<file path="config.mk">
export PLATFORM = sky130hd
export DESIGN_NAME = gate_counter
export DESIGN_NICKNAME = d
export VERILOG_FILES = /design/src/rtl/gate_counter.sv
export SDC_FILE = /design/constraint.sdc
export NUM_CORES = 1
export LEC_CHECK = 0
export ABC_AREA = 1
export BUFFER_PORTS_ARGS = -buffer_cell sky130_fd_sc_hd__clkbuf_2
export CAP_MARGIN = 20
export CORE_ASPECT_RATIO = 0.6
export CORE_UTILIZATION = 55
export CTS_CLUSTER_SIZE = 40
export DETAILED_ROUTE_END_ITERATION = 6
export MAX_ROUTING_LAYER = met4
export PLACE_DENSITY_LB_ADDON = 0.2
export REMOVE_ABC_BUFFERS = 1
export SYNTH_ARGS = -nofsm -noshare
export SYNTH_HDL_FRONTEND = slang
export SYNTH_SLANG_ARGS = --single-unit
export TNS_END_PERCENT = 20
</file>
<file path="constraint.sdc">
create_clock -name clk_i -period 1.87 [get_ports clk_i]
set_input_delay 0.374 -clock clk_i [delete_from_list [all_inputs] [get_ports clk_i]]
set_output_delay 0.374 -clock clk_i [all_outputs]
set_load 0.005 [all_outputs]
</file>
<file path="src/rtl/gate_counter.sv">
// Gate-window event counter for the frequency meter: synchronises the gate and
// measured signal, counts events while the gate is open, latches the result.
//
// state | meaning
// IDLE  | waiting for a synchronised gate rising edge
// COUNT | gate open, counting events into cnt_q
// ABORT | counter saturated; range_change_n pulse, then wait for gate low
module gate_counter #(
  parameter int COUNT_W      = 24,
  parameter int UNDER_THRESH = 1000,
  parameter int RC_PULSE     = 4
) (
  input  logic               clk_i,
  input  logic               nRst,
  input  logic               enable_i,
  input  logic               cpx_i,
  input  logic               ref_tick_i,
  input  logic               measure_mode_i,
  output logic [COUNT_W-1:0] result_o,
  output logic               result_mode_o,
  output logic               result_valid_o,
  output logic               ovf_o,
  output logic               under_o,
  output logic               range_change_n_o,
  output logic               busy_o
);

  localparam int RC_W  = $clog2(RC_PULSE + 1);
  localparam int CMP_W = (COUNT_W > 32) ? COUNT_W + 1 : 33;

  localparam logic [1:0] S_IDLE  = 2'd0;
  localparam logic [1:0] S_COUNT = 2'd1;
  localparam logic [1:0] S_ABORT = 2'd2;

  localparam logic [COUNT_W-1:0] CNT_MAX = '1;
  localparam logic [RC_W-1:0]    RC_LOAD = RC_W'(RC_PULSE);
  localparam logic [CMP_W-1:0]   THRESH  = CMP_W'(UNDER_THRESH);

  logic en_s1_q, en_s2_q, en_d_q;
  logic cpx_s1_q, cpx_s2_q, cpx_d_q;

  logic [1:0]         state_q, state_d;
  logic [COUNT_W-1:0] cnt_q, cnt_d;
  logic               mode_q, mode_d;
  logic [RC_W-1:0]    rc_cnt_q, rc_cnt_d;
  logic [COUNT_W-1:0] result_q, result_d;
  logic               result_mode_q, result_mode_d;
  logic               result_valid_q, result_valid_d;
  logic               ovf_q, ovf_d;
  logic               under_q, under_d;

  logic               en_rise, en_fall, cpx_rise, event_w, at_max;
  logic [COUNT_W-1:0] cnt_inc, final_cnt;

  // Two-stage synchronisers followed by a delayed copy for edge detection.
  always_ff @(posedge clk_i or negedge nRst) begin
    if (!nRst) begin
      en_s1_q  <= 1'b0;
      en_s2_q  <= 1'b0;
      en_d_q   <= 1'b0;
      cpx_s1_q <= 1'b0;
      cpx_s2_q <= 1'b0;
      cpx_d_q  <= 1'b0;
    end else begin
      en_s1_q  <= enable_i;
      en_s2_q  <= en_s1_q;
      en_d_q   <= en_s2_q;
      cpx_s1_q <= cpx_i;
      cpx_s2_q <= cpx_s1_q;
      cpx_d_q  <= cpx_s2_q;
    end
  end

  assign en_rise  = en_s2_q & ~en_d_q;
  assign en_fall  = ~en_s2_q & en_d_q;
  assign cpx_rise = cpx_s2_q & ~cpx_d_q;

  assign event_w   = mode_q ? ref_tick_i : cpx_rise;
  assign at_max    = (cnt_q == CNT_MAX);
  assign cnt_inc   = cnt_q + COUNT_W'(1);
  assign final_cnt = event_w ? cnt_inc : cnt_q;

  always_comb begin
    state_d        = state_q;
    cnt_d          = cnt_q;
    mode_d         = mode_q;
    rc_cnt_d       = rc_cnt_q;
    result_d       = result_q;
    result_mode_d  = result_mode_q;
    result_valid_d = 1'b0;
    ovf_d          = ovf_q;
    under_d        = under_q;

    case (state_q)
      S_IDLE: begin
        if (en_rise) begin
          cnt_d   = '0;
          mode_d  = measure_mode_i;
          state_d = S_COUNT;
        end
      end

      S_COUNT: begin
        // A saturating event beats a coincident gate close: no result is latched.
        if (event_w && at_max) begin
          ovf_d    = 1'b1;
          rc_cnt_d = RC_LOAD;
          state_d  = S_ABORT;
        end else begin
          if (event_w) begin
            cnt_d = cnt_inc;
          end
          if (en_fall) begin
            result_d       = final_cnt;
            result_mode_d  = mode_q;
            under_d        = (CMP_W'(final_cnt) < THRESH);
            ovf_d          = 1'b0;
            result_valid_d = 1'b1;
            state_d        = S_IDLE;
          end
        end
      end

      S_ABORT: begin
        if (rc_cnt_q != '0) begin
          rc_cnt_d = rc_cnt_q - RC_W'(1);
        end else if (!en_s2_q) begin
          state_d = S_IDLE;
        end
      end

      default: begin
        state_d = S_IDLE;
      end
    endcase
  end

  always_ff @(posedge clk_i or negedge nRst) begin
    if (!nRst) begin
      state_q        <= S_IDLE;
      cnt_q          <= '0;
      mode_q         <= 1'b0;
      rc_cnt_q       <= '0;
      result_q       <= '0;
      result_mode_q  <= 1'b0;
      result_valid_q <= 1'b0;
      ovf_q          <= 1'b0;
      under_q        <= 1'b0;
    end else begin
      state_q        <= state_d;
      cnt_q          <= cnt_d;
      mode_q         <= mode_d;
      rc_cnt_q       <= rc_cnt_d;
      result_q       <= result_d;
      result_mode_q  <= result_mode_d;
      result_valid_q <= result_valid_d;
      ovf_q          <= ovf_d;
      under_q        <= under_d;
    end
  end

  assign result_o         = result_q;
  assign result_mode_o    = result_mode_q;
  assign result_valid_o   = result_valid_q;
  assign ovf_o            = ovf_q;
  assign under_o          = under_q;
  assign range_change_n_o = (rc_cnt_q == '0);
  assign busy_o           = (state_q == S_COUNT) || (state_q == S_ABORT);

endmodule

</file>
Word level (Yosys, flattened, before mapping)
Index checks and enable logic that the tools add are counted.

Register bits after elaboration: 64. Input port bits: 6. Output and inout bits: 30. Word-level logic and storage cells: 68.

$add $sub $neg: 2. $lt $le $gt $ge: 1. Eq/ne operators: 10. Muxes and demuxes: 19. Bitwise operators: 7. Reductions and logical operators: 14.

Operator list (number): $mux 24 (3); $pmux 24 s2 (1); $add 24x1->24 const B (1); $eq 24x24->1 const B (1); $lt 24x10->1 const B (1); $ne 2x2->1 const B (6); $mux 2 (5); $reduce_and 3->1 (3); $mux 1 (6); $mux 3 (2); $pmux 2 s3 (1); $pmux 3 s2 (1); $reduce_bool 2->1 (3); $not 1->1 (4); $reduce_and 2->1 (2); $reduce_and 4->1 (1); $and 1x1->1 (3); $logic_not 3->1 (1); $ne 3x3->1 const B (1); $reduce_bool 3->1 (1); $sub 3x1->3 const B (1); $eq 2x1->1 const B (1); $eq 2x2->1 const B (1); $logic_not 2->1 (1); 2 further kinds (2).

Depth between registers and ports, before layout
Gate-level depths: netlist of the first run.

Depth after elaboration: 6. Mapped depth: 15. Mapped depth without buffers: 14.

Least setup slack after synthesis of the first run
Ideal clock, no wire load.

Path kind: register to register. Start point: register cnt_q[0]. End point: register cnt_q[10]. Library setup time: 0.126 ns. Arrival: 1.555 ns. Required time: 1.744 ns. Path slack: 0.189 ns. Cell stages (with the launch flop): 12. Path buffers: 1. Period minus slack after synthesis: 1.681 ns. Path through: dfrtp_1 ha_1 nand2_1 nor2_4 nand2_4 nor2_1 nand3_1 nand2_1 inv_2 nand2_2 buf_4 o22ai_1.

Word-level cells in the longest chain between the ends: 4. Elaborated cells on any way between the ends: 8. Those cells by class: 1 x add/sub; 2 x eq/ne; 3 x mux; 2 x reduce/logical.

RTL lines: start, declared (line 43) `logic [COUNT_W-1:0] cnt_q, cnt_d;`; start signal, assigned (line 151) `cnt_q <= cnt_d;`; $add 24x1->24 or $eq 24x24->1 (tied branches) (line 80, 79); $mux 24 or $logic_and 1x1->1 (tied branches) (line 110, 105); $mux 24 or $ne 2x2->1 (tied branches); $pmux 24 s2 or $reduce_and 3->1 (tied branches).

Parallel ways exist; a longest one is shown, timed or not. The select of a mux whose other input is x is not followed. A chain may end at the register's enable or synchronous reset.

Final worst setup path of the first run
Start point: register cnt_q[0]. End point: register under_q, in the netlist under_o.

Word-level cells in the longest chain between the ends: 4. Elaborated cells on any way between the ends: 7. Those cells by class: 1 x add/sub; 1 x order compare; 1 x eq/ne; 1 x mux; 1 x bitwise; 2 x reduce/logical.

RTL lines: branches (longest 4 deep; another with $add 24x1->24); end signal, assigned (line 158) `under_q <= under_d;`; end, declared (line 50) `logic under_q, under_d;`.

Parallel ways; which one is timed is not known.

==> impl_metrics.yaml, run 1 <==
setup_path:
  cp-end-kind: "flop"
  crit_slowest_cell: "dfrtp_1"
  ff2ff_setup_slack_ns: 0.05
  cp_slowest_stage_delay_ns: 0.37
  r2r_start: "cnt_q[0]$_DFFE_PN0P_"
  rr_endpoint: "under_o$_DFFE_PN0P_"
  startpoint: "cnt_q[0]$_DFFE_PN0P_"
  path_cells: "ha_2 -> nand2_2 -> nor2_4 -> nand2_4 -> nor2_8 -> nand3_1 -> nand2_1 -> nand2_1 -> nor2_1 -> nand2_1 -> nor2_1 -> nand2_1 -> nand2_1"
  crit_arrival_ns: 2.10
  critPathBufInv: 0
  critPathKind: "reg -> reg"
  crit_fanout: 7
  startpoint_type: "flop"
  cp_num_cells: 13
  crit_family: "simple AND/OR/NAND/NOR gates"
  ff2ff_path_depth: 13
  required_ns: 2.15
  cp_common_cell: "nand2_1"
logic_synthesis:
  synth_edf_count: 0
  ys_seq_area_frac: 0.483
  syn_area_per_cell_um2: 7.73
  syn_inst: 429
  synth_common_cells: "136 x nand2_1, 64 x dfrtp_1, 62 x inv_1"
  yosysWarningCount: 0
  synth_area_leaders: "dfrtp_1 48%, nand2_1 15%, inv_1 7.0%"
  synth.most_common_cell: "nand2_1"
  synth_largest_area_cell: "dfrtp_1"
  synth-main-ff-cell: "dfrtp_1"
  synth_top_area_frac: 0.483
  ys_async_sr_fraction: 1.00
  yosysUniqueCellTypes: 28
  ys_ff_latch: 64
  synth_area_mm2: 0.00331
sta:
  period_minus_slack_ns: 1.82
  setup_viol: 0
  grt_setup_unrepaired: "true"
  clock-skew-final_ns: 0.0156
  drv_slew: 0
  holdWs_ns: 0.0300
  setup_tns_ns: 0
  max_slew_margin: 0.751
  finalCritPeriodShare: 0.971
  fmax_ghz: 0.551
  hold_viol_final: 0
  tightest_slew_ns: 0.374
placed_design:
  routabilityCongestion: 0.975
  io_buffers: 35
  hpwlAfterDp_mm: 5.76
  dp.cells: 560
drt:
  vias: 3072
  wirelength_mm: 8.25
  drcViolationCount: 0
  via_per_inst: 5.30
  wl_per_cell_um: 14.2
  ant_nets: 0
  first_iter_violations: 303
  drt_pass1_iterations: 7
clocking:
  numCtsBuffers: 9
  worstSkewPairLatency_ns: 0.35
  clkTransAtPathRegs_ns: 0.08
  clockBufferDepth: 2
  cts.htree.levels: 3
  cts_tree: "built"
  cts.sinks: 64
  cts_root_buf: "clkbuf_8"
global_route:
  grt-ovfl-total: 0
  grt_max_degree: 65
  antenna_found_initial: 0
  grt_pass1_wl_mm: 13.6
  grt_usage: 0.292
  grt_pass1_vias: 2795
power_and_ir_drop:
  ir_worst_vdd_mv: 0.931
  p_leak_nw: 2.03
  p_per_area_mw_per_mm2: 1130
  finalPower_mw: 4.62
cells_and_area:
  area_growth_pct: 23.6
  drive_above_1_share: 0.240
  stdcell_count: 580
  fin_util: 0.718
  nNetsFinal: 507
  diodes: 0
die:
  design.core.area_mm2: 0.00570
  start_util: 0.581
  dieArea_mm2: 0.00635
  fp-row-count: 21
  pin_count: 36
  die_y_um: 62.1
  dieWidth_um: 102
run_status:
  status: "completed"
flow_run:
  maxCapViolCount: 0
worst_hold_path:
  hold_class: "in -> async"
-- report_power, final --
| group | internal [mW] | switching [mW] |
|---|---|---|
| clock network | 0.685 | 0.518 |
| registers | 1.68 | 0.195 |
| logic | 0.619 | 0.925 |
| total | 2.99 | 1.64 |
-- cell usage in the layout (no fill, tap or decap), drive strengths merged --
cell type	instances
clkinv	2
a211oi	1
o32ai	1
dfrtp	64
xor2	5
ha	6
nand3	27
buf	30
o211ai	1
inv	68
clkinvlp	1
nand2	138
nand4	8
nor3	1
bufinv	1
a21oi	3
nor2	38
o31ai	4
o22ai	17
clkbuf	48
a31oi	1
o21ai	35
-- worst max path at each step --
stage,to,slack [ns]
3_3_place_gp,under_o$_DFFE_PN0P_,0.02
5_1_grt,under_o$_DFFE_PN0P_,-0.07
4_1_cts,under_o$_DFFE_PN0P_,0.002
3_5_place_dp,under_o$_DFFE_PN0P_,-0.007
2_1_floorplan,under_o$_DFFE_PN0P_,-0.53
6_report,under_o$_DFFE_PN0P_,0.05
-- layer usage --
layer,part of all wire,vias to the layer above,global-route usage
li1,-,1495,-
met1,0.49,1399,0.458
met2,0.40,157,0.368
met3,0.098,21,0.0721
met4,0.015,0,0.0804
met5,0,-,-
-- stage by stage --
stage                     area [um^2]  setup slack [ns]
after floorplan                  3240            -0.531
after global placement           3730            0.0191
after detailed placement         3730          -0.00694
after CTS                        3940           0.00189
after global routing             4100           -0.0687
final                            4100            0.0550
-- repair_timing --
action / CTS / global route
setup endpoints to repair: 1 / 48
hold buffers: 0 / 0
setup buffers: 0 / 3
resized for setup: 1 / 37
gates cloned: 0 / 1
pin swaps: 0 / 11
-- cell type report --
cell class	instances	area (um^2)
clock buffer	13	159
clock inverter	3	40.0
fill	450	1610
inverter	69	265
multi-input combinational	286	1490
sequential	64	1600
tap	80	100
timing repair buffer	65	435
-- kinds of logic after synthesis --
family / count (synthesis) / synth area share
flip-flops: 64 / 0.483
AO/OA/AOI/OAI: 63 / 0.110
AND/OR/NAND/NOR: 211 / 0.270
buffers and inverters: 80 / 0.100
adder cells (fa/ha/maj): 6 / 0.0226
XOR/XNOR: 5 / 0.0132
-- worst register-to-register path, cell delays in order, from the launching register on --
cell,delay [ns]
dfrtp_1,0.37
ha_2,0.21
nand2_2,0.08
nor2_4,0.15
nand2_4,0.11
nor2_8,0.17
nand3_1,0.09
nand2_1,0.13
nand2_1,0.07
nor2_1,0.13
nand2_1,0.06
nor2_1,0.09
nand2_1,0.06
nand2_1,0.05
-- flip-flops by register name (all words and copies together) (netlist names) --
register        count
cnt_q              24
en_d_q              1
cpx_s1_q            1
ovf_o               1
state_q             2
cpx_d_q             1
en_s2_q             1
cpx_s2_q            1
under_o             1
en_s1_q             1
mode_q              1
result_mode_o       1
rc_cnt_q            3
result_o           24
result_valid_o      1
(Power assumes the default switching activity.)
==> inputs of run 2 (changes only) <==
==> constraint.sdc (replaced) <==
create_clock -name clk_i -period 2.2 [get_ports clk_i]
set_input_delay 0.44 -clock clk_i [delete_from_list [all_inputs] [get_ports clk_i]]
set_output_delay 0.44 -clock clk_i [all_outputs]
set_load 0.005 [all_outputs]
==> run 2 against run 1 <==
Net effect:
- critical path depth decreased by 4
- via count decreased by 2.3%
- sequential power fell by 15%
- non-clock buffer count down 17
- power fell by 17%
==> impl_metrics.yaml, run 2 (synthesis gave the netlist of run 1 again) <==
run_status:
  status: "completed"
setup_path:
  crit_fanout: 21
  ff2ff_setup_slack_ns: 0.12
  crit_arrival_ns: 2.33
  r2r_start: "cnt_q[1]$_DFFE_PN0P_"
  cp-end-kind: "flop"
  critPathKind: "reg -> reg"
  rr_endpoint: "cnt_q[19]$_DFFE_PN0P_"
  required_ns: 2.45
  startpoint_type: "flop"
  ff2ff_path_depth: 9
clocking:
  cts.sinks: 64
  cts_tree: "built"
  worstSkewPairLatency_ns: 0.35
  cts.htree.levels: 3
  cts_resized: 0
  cts_hold_buf: 0
  clockBufferDepth: 2
  clkTransAtPathRegs_ns: 0.08
  numCtsBuffers: 9
  post_cts_buffers: 0
  cts_root_buf: "clkbuf_8"
drt:
  vias: 3000
  via_per_inst: 5.34
  wl_per_cell_um: 14.8
  wirelength_mm: 8.30
  drt_pass1_iterations: 5
  drcViolationCount: 0
  first_iter_violations: 308
  ant_nets: 0
placed_design:
  dp.cells: 546
  dp_slack_ns: 0.185
  routabilityCongestion: 0.967
  hpwlAfterDp_mm: 5.84
  io_buffers: 35
power_and_ir_drop:
  p_sw_mw: 1.38
  ir_worst_vdd_mv: 0.453
  p_per_area_mw_per_mm2: 989
  seqPwrFrac: 0.420
  finalPower_mw: 3.81
  combPwrFrac: 0.309
  switching_share: 0.362
  p_int_mw: 2.44
  p_leak_nw: 1.94
  power_frac_clock: 0.271
sta:
  period_minus_slack_ns: 2.08
  hold_viol_final: 0
  drv_slew: 0
  setup_ws_ns: 0.121
  max_slew_margin: 0.659
  fmax_ghz: 0.481
  setup_viol: 0
  finalCritPeriodShare: 0.945
  setup_tns_ns: 0
  grt_setup_unrepaired: "false"
  clock-skew-final_ns: 0.0101
  tightest_slew_ns: 0.508
cells_and_area:
  area_growth_pct: 16.3
  stdcell_count: 562
  diodes: 0
  layout_common_cells: "136 x nand2_1, 64 x dfrtp_1, 62 x inv_1, 35 x clkbuf_2, 31 x nor2_1"
  drive_above_1_share: 0.166
  layout_commonest_cell: "nand2_1"
  fin_util: 0.676
  nNetsFinal: 489
  fillers: 498
worst_hold_path:
  hold_class: "in -> async"
die:
  dieWidth_um: 102
  dieArea_mm2: 0.00635
  fp-row-count: 21
  start_util: 0.581
  design.core.area_mm2: 0.00570
  pin_count: 36
  die_y_um: 62.1
global_route:
  grt_max_degree: 65
  grt_usage: 0.296
  grt_pass1_vias: 2660
  grt-ovfl-total: 0
  antenna_found_initial: 0
  grt_pass1_wl_mm: 13.5
flow_run:
  maxCapViolCount: 0
run 2: changes by cell type in the layout (fill, tap and decap cells not counted), sizes merged:
cell / before / now
clkinv: 2 / 1
inv: 68 / 69
clkbuf: 48 / 47
nor2: 38 / 37
buf: 30 / 13
clkinvlp: 1 / 2
run 2: final cells by class:
| class | instances | area (um^2) | area share |
|---|---|---|---|
| clock inverter | 4 | 53.8 | 0.0140 |
| tap | 80 | 100 | 0.0260 |
| clock buffer | 12 | 145 | 0.0377 |
| timing repair buffer | 48 | 310 | 0.0805 |
| multi-input combinational | 285 | 1390 | 0.359 |
| sequential | 64 | 1600 | 0.415 |
| inverter | 69 | 259 | 0.0672 |
run 2: layer usage:
| layer | wire, um | part of all wire | GRT usage | up-vias |
|---|---|---|---|---|
| li1 | - | - | - | 1464 |
| met1 | 4090 | 0.49 | 0.452 | 1374 |
| met2 | 3300 | 0.40 | 0.377 | 151 |
| met3 | 808 | 0.097 | 0.0732 | 11 |
| met4 | 102 | 0.012 | 0.105 | 0 |
| met5 | 0 | 0 | - | - |
run 2: stage by stage:
stage	area [um^2]	hold WS, ns
6_report	3850	0.0860
5_1_grt	3850	0.114
4_1_cts	3850	0.111
3_5_place_dp	3650	0.336
3_3_place_gp	3650	0.332
2_1_floorplan	3240	0.144
run 2: worst max-delay path by stage:
stage,end,startpoint,slack (ns)
2_1_floorplan,under_o$_DFFE_PN0P_,cnt_q[0]$_DFFE_PN0P_,-0.20
3_3_place_gp,cnt_q[21]$_DFFE_PN0P_,cnt_q[0]$_DFFE_PN0P_,0.26
3_5_place_dp,cnt_q[19]$_DFFE_PN0P_,cnt_q[1]$_DFFE_PN0P_,0.18
4_1_cts,cnt_q[19]$_DFFE_PN0P_,cnt_q[1]$_DFFE_PN0P_,0.16
5_1_grt,cnt_q[1]$_DFFE_PN0P_,cnt_q[1]$_DFFE_PN0P_,0.006
6_report,cnt_q[19]$_DFFE_PN0P_,cnt_q[1]$_DFFE_PN0P_,0.12
run 2: critical path: stages, from the launching register on:
cell,delay (ns)
dfrtp_1,0.40
ha_1,0.20
nand2_1,0.09
nor2_4,0.15
nand2_4,0.10
nor2_8,0.25
nand4_1,0.19
o211ai_2,0.12
inv_2,0.22
o22ai_1,0.24
run 2: power by group through the flow:
stage	clock (mW)	sequential, mW	combinational, mW
finish	1.03	1.60	1.18
global route	1.10	1.63	1.32
CTS	1.04	1.60	1.17
detailed placement	0	1.62	1.15
global placement	0	1.61	1.14
floorplan	0	1.61	0.606
